## config.mk

```make
export PLATFORM = sky130hd
export DESIGN_NAME = uart_rx_oversampled
export DESIGN_NICKNAME = d
export VERILOG_FILES = /design/src/rtl/sverdlovsk_uart_pkg.sv /design/src/rtl/uart_rx_oversampled_baud_tick.sv /design/src/rtl/uart_rx_oversampled.sv
export SDC_FILE = /design/constraint.sdc
export NUM_CORES = 1
export LEC_CHECK = 0
export ABC_AREA = 1
export CAP_MARGIN = 20
export CORE_MARGIN = 4
export CORE_UTILIZATION = 55
export DETAILED_ROUTE_END_ITERATION = 8
export GPL_TIMING_DRIVEN = 0
export PLACE_DENSITY_LB_ADDON = 0.2
export REMOVE_ABC_BUFFERS = 1
export SETUP_SLACK_MARGIN = 0.3
export SLEW_MARGIN = 20
export SYNTH_ARGS = -nofsm -noshare
export SYNTH_HDL_FRONTEND = slang
export SYNTH_SLANG_ARGS = --single-unit
```

## constraint.sdc

```tcl
create_clock -name i_clk -period 1.52 [get_ports i_clk]
set_input_delay 0.304 -clock i_clk [delete_from_list [all_inputs] [get_ports i_clk]]
set_output_delay 0.304 -clock i_clk [all_outputs]
set_load 0.02 [all_outputs]
```

## src/rtl/sverdlovsk_uart_pkg.sv

```systemverilog
// Shared UART definitions: receiver state encoding and the baud divider
// calculation, used by the receiver and the future transmitter.
package sverdlovsk_uart_pkg;

  typedef enum logic [2:0] {
    IDLE,
    START,
    DATA,
    PARITY,
    STOP,
    BREAK
  } uart_rx_state_t;

  // Clocks per oversample tick, rounded to nearest.
  function automatic int unsigned uart_div(input int unsigned clk_hz,
                                           input int unsigned baud,
                                           input int unsigned os);
    return (clk_hz + (baud * os) / 2) / (baud * os);
  endfunction

endpackage

```

## src/rtl/uart_rx_oversampled_baud_tick.sv

```systemverilog
// Oversample tick generator: one-cycle o_tick every DIV clocks, phase
// realigned by i_restart.
module uart_baud_tick #(
  parameter int unsigned DIV = 27
) (
  input  logic i_clk,
  input  logic i_rst,
  input  logic i_restart,
  output logic o_tick
);

  localparam int CW = (DIV > 1) ? $clog2(DIV) : 1;

  logic [CW-1:0] r_cnt;
  logic          w_wrap;

  assign w_wrap = (r_cnt == CW'(DIV - 1));
  assign o_tick = w_wrap && !i_restart;

  always_ff @(posedge i_clk or posedge i_rst) begin
    if (i_rst) begin
      r_cnt <= '0;
    end else if (i_restart || w_wrap) begin
      r_cnt <= '0;
    end else begin
      r_cnt <= r_cnt + CW'(1);
    end
  end

endmodule

```

## src/rtl/uart_rx_oversampled.sv

```systemverilog
// 16x oversampled UART receiver with majority vote, one-entry output buffer
// on a valid/ready stream, and frame/parity/overrun error pulses.
module uart_rx_oversampled
  import sverdlovsk_uart_pkg::*;
#(
  parameter int CLK_HZ     = 50_000_000,
  parameter int BAUD       = 115200,
  parameter int OVERSAMPLE = 16,
  parameter int DATA_BITS  = 8,
  parameter int PARITY_EN  = 0,
  parameter int PARITY_ODD = 0
) (
  input  logic                 i_clk,
  input  logic                 i_rst,
  input  logic                 i_rxd,
  output logic [DATA_BITS-1:0] o_data,
  output logic                 o_valid,
  input  logic                 i_ready,
  output logic                 o_err_frame,
  output logic                 o_err_parity,
  output logic                 o_overrun,
  output logic                 o_busy
);

  localparam int unsigned DIV = uart_div(CLK_HZ, BAUD, OVERSAMPLE);
  localparam int TCW = $clog2(OVERSAMPLE);
  localparam int BCW = $clog2(DATA_BITS + 1);
  localparam logic L_ODD = (PARITY_ODD != 0);

  function automatic logic maj3(input logic [2:0] s);
    return (s[0] & s[1]) | (s[0] & s[2]) | (s[1] & s[2]);
  endfunction

  logic [1:0]           r_sync;
  logic                 r_rxd_d;
  logic                 w_rxd_s;
  logic                 w_fall;
  logic                 w_restart;
  logic                 w_tick;
  logic [TCW-1:0]       r_tick_cnt;
  logic [2:0]           r_samp;
  logic                 r_vote_en;
  logic                 w_vote;
  uart_rx_state_t       r_state;
  uart_rx_state_t       w_next;
  logic                 w_shift_en;
  logic                 w_par_chk;
  logic                 w_deliver;
  logic                 w_ferr;
  logic                 w_perr;
  logic [BCW-1:0]       r_bit_cnt;
  logic [DATA_BITS-1:0] r_shift;
  logic                 r_par_err;
  logic [DATA_BITS-1:0] r_data;
  logic                 r_valid;
  logic                 r_err_frame;
  logic                 r_err_parity;
  logic                 r_overrun;

  assign w_rxd_s   = r_sync[1];
  assign w_fall    = r_rxd_d & ~w_rxd_s;
  assign w_restart = (r_state == IDLE) && w_fall;
  assign w_vote    = maj3(r_samp);

  always_ff @(posedge i_clk or posedge i_rst) begin
    if (i_rst) begin
      r_sync  <= 2'b11;
      r_rxd_d <= 1'b1;
    end else begin
      r_sync  <= {r_sync[0], i_rxd};
      r_rxd_d <= w_rxd_s;
    end
  end

  uart_baud_tick #(.DIV(DIV)) u_baud_tick (
    .i_clk     (i_clk),
    .i_rst     (i_rst),
    .i_restart (w_restart),
    .o_tick    (w_tick)
  );

  // The vote strobe fires the cycle after the last mid-bit sample lands.
  always_ff @(posedge i_clk or posedge i_rst) begin
    if (i_rst) begin
      r_tick_cnt <= '0;
      r_samp     <= 3'b111;
      r_vote_en  <= 1'b0;
    end else begin
      r_vote_en <= w_tick && (r_tick_cnt == TCW'(OVERSAMPLE / 2 + 1));
      if (w_restart) begin
        r_tick_cnt <= '0;
      end else if (w_tick) begin
        r_samp     <= {r_samp[1:0], w_rxd_s};
        r_tick_cnt <= (r_tick_cnt == TCW'(OVERSAMPLE - 1)) ? '0 : r_tick_cnt + TCW'(1);
      end
    end
  end

  always_ff @(posedge i_clk or posedge i_rst) begin
    if (i_rst) begin
      r_state <= IDLE;
    end else begin
      r_state <= w_next;
    end
  end

  always_comb begin
    w_next     = r_state;
    w_shift_en = 1'b0;
    w_par_chk  = 1'b0;
    w_deliver  = 1'b0;
    w_ferr     = 1'b0;
    w_perr     = 1'b0;
    case (r_state)
      IDLE: if (w_fall) w_next = START;
      START: if (r_vote_en) w_next = w_vote ? IDLE : DATA;
      DATA: begin
        if (r_vote_en) begin
          w_shift_en = 1'b1;
          if (r_bit_cnt == BCW'(DATA_BITS - 1)) begin
            w_next = (PARITY_EN != 0) ? PARITY : STOP;
          end
        end
      end
      PARITY: begin
        if (r_vote_en) begin
          w_par_chk = 1'b1;
          w_next    = STOP;
        end
      end
      STOP: begin
        if (r_vote_en) begin
          if (!w_vote) begin
            w_ferr = 1'b1;
            w_next = BREAK;
          end else if (r_par_err) begin
            w_perr = 1'b1;
            w_next = IDLE;
          end else begin
            w_deliver = 1'b1;
            w_next    = IDLE;
          end
        end
      end
      BREAK: if (w_rxd_s) w_next = IDLE;
      default: w_next = IDLE;
    endcase
  end

  always_ff @(posedge i_clk or posedge i_rst) begin
    if (i_rst) begin
      r_bit_cnt <= '0;
      r_shift   <= '0;
      r_par_err <= 1'b0;
    end else begin
      if (w_restart) begin
        r_bit_cnt <= '0;
        r_par_err <= 1'b0;
      end
      if (w_shift_en) begin
        r_shift   <= {w_vote, r_shift[DATA_BITS-1:1]};
        r_bit_cnt <= r_bit_cnt + BCW'(1);
      end
      if (w_par_chk) begin
        r_par_err <= w_vote ^ (^r_shift) ^ L_ODD;
      end
    end
  end

  // A full buffer keeps its byte unless it is being accepted this same cycle.
  always_ff @(posedge i_clk or posedge i_rst) begin
    if (i_rst) begin
      r_data       <= '0;
      r_valid      <= 1'b0;
      r_err_frame  <= 1'b0;
      r_err_parity <= 1'b0;
      r_overrun    <= 1'b0;
    end else begin
      r_err_frame  <= w_ferr;
      r_err_parity <= w_perr;
      r_overrun    <= w_deliver && r_valid && !i_ready;
      if (w_deliver && (!r_valid || i_ready)) begin
        r_data  <= r_shift;
        r_valid <= 1'b1;
      end else if (r_valid && i_ready) begin
        r_valid <= 1'b0;
      end
    end
  end

  assign o_data       = r_data;
  assign o_valid      = r_valid;
  assign o_err_frame  = r_err_frame;
  assign o_err_parity = r_err_parity;
  assign o_overrun    = r_overrun;
  assign o_busy       = (r_state != IDLE);

endmodule
```

==> flow_metrics.py <==
metrics = {
    "logic_synthesis": {
        "synth-edff-count": 0,
        "synth.most_common_cell": "nand2_1",
        "yosys-top-cells-area": "dfrtp_1 (44%), nand2_1 (9.6%), dfstp_2 (7.4%), inv_1 (4.7%), nand3_1 (4.0%)",
        "ys_seq_elements": 44,
        "netlist.top_cell.by_area": "dfrtp_1",
        "ys_top_cells_by_count": "nand2_1 (55), dfrtp_1 (38), inv_1 (27), nand3_1 (17), nor2_1 (17)",
        "syn_inst": 233,
        "syn_avg_cell_area_sq_um": 9.20,
        "synthArstFlopShare": 1.00,
        "yosysUniqueCellTypes": 30,
        "synth_top_cell_area_share": 0.444,
        "syn-cell-area_sq_um": 2140,
        "ys_seq_area_frac": 0.517,
        "synthFlopType": "dfrtp_1",
        "yosysWarnings": 0,
    },
    "die": {
        "rows": 22,
        "die_h_um": 70.4,
        "boundaryPins": 17,
        "start_util": 0.577,
        "core_area_sq_um": 3720,
        "dieArea_sq_um": 4960,
        "die_w_um": 70.4,
    },
    "outcome": {
        "violations": "setup timing",
        "status": "finished with violations",
    },
    "pwr": {
        "p_leak_nw": 1.37,
        "power_density_nw_per_um2": 1280,
        "peakVddDrop_mv": 0.888,
    },
    "clocking": {
        "numCtsBuffers": 5,
        "clk_latency_ps": 300,
        "clock-sinks": 44,
        "htreeDepth": 2,
        "cts_tree": "built",
        "clk_pin_slew_worst_paths_ps": 80,
        "cts_buffer_depth": 2,
        "ctsRootBufferMaster": "clkbuf_8",
        "cts_hold_buf": 0,
    },
    "setup_path": {
        "worst_setup_path_start_kind": "flop",
        "path_cells": "buf_6, buf_6, o21ai_4, o21ai_2, nor3_4, buf_4, nand2_2, o21ai_1",
        "path_max_fanout": 5,
        "crit_top_cell": "buf_6",
        "critical_path_class": "flop to flop",
        "slowest_delay_ps": 430,
        "endpoint_kind": "flop",
        "cp_slowest_cell": "dfrtp_1",
        "required_ps": 1740,
        "crit_arrival_ps": 1800,
    },
    "hold_path": {
        "holdCritPathClass": "primary input to asynchronous set/reset pin",
    },
    "global_route": {
        "grt_overflow": 0,
        "grt_first_pass_wirelength_mm": 7.47,
        "grt_max_degree": 27,
        "grt_pass1_vias": 1652,
        "antenna_found_initial": 0,
        "grt_use_total": 0.188,
    },
    "timing": {
        "clock_skew_ps": 11.0,
        "period_share": 1.04,
        "slew_viol_final": 0,
        "tightestPinTransition_ps": 399,
        "whs_ps": 316,
        "hold_viol": 0,
        "min_period_ps": 1580,
        "relSlewSlack": 0.734,
        "fmax_mhz": 631,
        "finalWorstSetupSlack_ps": -63.7,
        "finalSetupViolCount": 11,
        "rsz0062_at_grt": "true",
    },
    "final_layout": {
        "final_cells": 334,
        "final_cell_area_sq_um": 2940,
        "antenna_cells": 0,
        "final_nets": 294,
        "area_delta_synth_final_pct": 37.0,
        "fillerInstances": 219,
        "register_area_sq_um": 1110,
        "drive_gt1_frac": 0.469,
        "multi_input_area_sq_um": 1130,
    },
    "routing": {
        "highest_layer": "met4",
        "dr_total_vias": 1829,
        "wl_per_cell_um": 16.2,
        "viasPerCell": 5.48,
        "totalWireLength_mm": 5.40,
        "first_iter_violations": 120,
        "wl_met1_mm": 2.15,
        "drt_pre_antenna_iters": 4,
        "wl_met3_um": 248,
        "drc": 0,
        "postRouteAntennaNets": 0,
        "wl_met2_mm": 2.69,
    },
    "placement": {
        "placed_cell_area_sq_um": 2360,
        "dp_cells": 295,
        "portBuffers": 16,
        "place_ws_ps": -227,
        "dpl.hpwl_mm": 2.45,
        "place_congestion": 0.777,
    },
    "job": {
        "maxCapViolCount": 0,
    },
}
==> power breakdown <==
group          internal [mW]  total (mW)  switching (mW)
sequential              1.30        1.46           0.159
combinational          0.779        1.56           0.781
clock                  0.371       0.747           0.376
total                   2.45        3.77            1.32
==> worst max-delay path: cells and delay by family, from the launching register on <==
family                 cells  cell delay [ps]
AO/OA/AOI/OAI              3              340
buffers and inverters      3              430
flip-flops                 1              430
AND/OR/NAND/NOR            2              310
==> flip-flops by register name, indices dropped and copies added (netlist names) <==
register,cells
o_valid,1
r_samp,3
r_vote_en,1
r_rxd_d,1
o_err_frame,1
r_bit_cnt,4
o_overrun,1
r_tick_cnt,4
u_baud_tick.r_cnt,5
r_par_err,1
o_data,8
r_shift,8
r_state,3
o_err_parity,1
r_sync,2
==> repair_timing <==
item	in CTS	in global routing
setup buffers	19	9
endpoints found under the setup margin	51	43
gates cloned	2	1
pin swaps	15	12
hold endpoints to repair	0	0
resized for setup	85	54
==> routing by layer <==
layer | up-vias | GRT usage
met5 | - | 0
met4 | 0 | 0.104
met3 | 30 | 0.0360
met2 | 62 | 0.311
met1 | 879 | 0.229
li1 | 858 | -
==> area by class of cell <==
type                            instances  area share
Multi-Input combinational cell        158       0.386
Sequential cell                        44       0.379
Timing Repair Buffer                   46       0.141
Inverter                               30      0.0431
Clock buffer                            8      0.0307
Tap cell                               48      0.0205
==> path summary, 6_finish.rpt <==
path / startpoint / endpoint / slack, ps / depth (start not counted)
setup / recovery: r_state[0]$_DFFE_PP0P_ / r_state[2]$_DFFE_PP0P_ / -60 / 8
hold / removal: i_rst / u_baud_tick.r_cnt[0]$_DFF_PP0_ / 320 / 2
setup reg to reg: r_state[0]$_DFFE_PP0P_ / r_state[2]$_DFFE_PP0P_ / -60 / 8
hold reg to reg: r_sync[0]$_DFF_PP1_ / r_sync[1]$_DFF_PP1_ / 360 / 0
max in group asynchronous: i_rst / r_vote_en$_DFF_PP0_ / 730 / 3
min in group i_clk: r_sync[0]$_DFF_PP1_ / r_sync[1]$_DFF_PP1_ / 360 / 0
==> cells in the final DEF (no fill, tap or decap), types with 6 or more instances in the layout <==
master	synthesis	final
buf_2	2	12
buf_4	0	15
buf_6	1	13
clkbuf_8	0	6
dfrtp_1	38	36
dfstp_2	6	6
inv_1	27	24
nand2_1	55	38
nand2_2	4	20
nand3_1	17	14
nor2_1	17	10
o21ai_1	9	6
o21ai_2	9	22
xor2_1	7	7
==> stage by stage <==
stage / utilization / power, mW / setup TNS [ps]
floorplan: - / 1.99 / 0
global placement: 0.630 / 2.13 / -30710
detailed placement: 0.636 / 2.15 / -2450
CTS: 0.726 / 3.28 / 0
global route: 0.790 / 3.96 / -1230
finish: 0.790 / 3.77 / -436
==> cells by family after synthesis <==
logic type | after synthesis | share of synthesized area
fa+ha+maj | 5 | 0.0292
flops | 44 | 0.517
buf+inv | 33 | 0.0636
simple gates | 107 | 0.250
compound gates | 34 | 0.0992
xor+xnor | 10 | 0.0409
No activity file was read; power rests on OpenSTA's default activity.
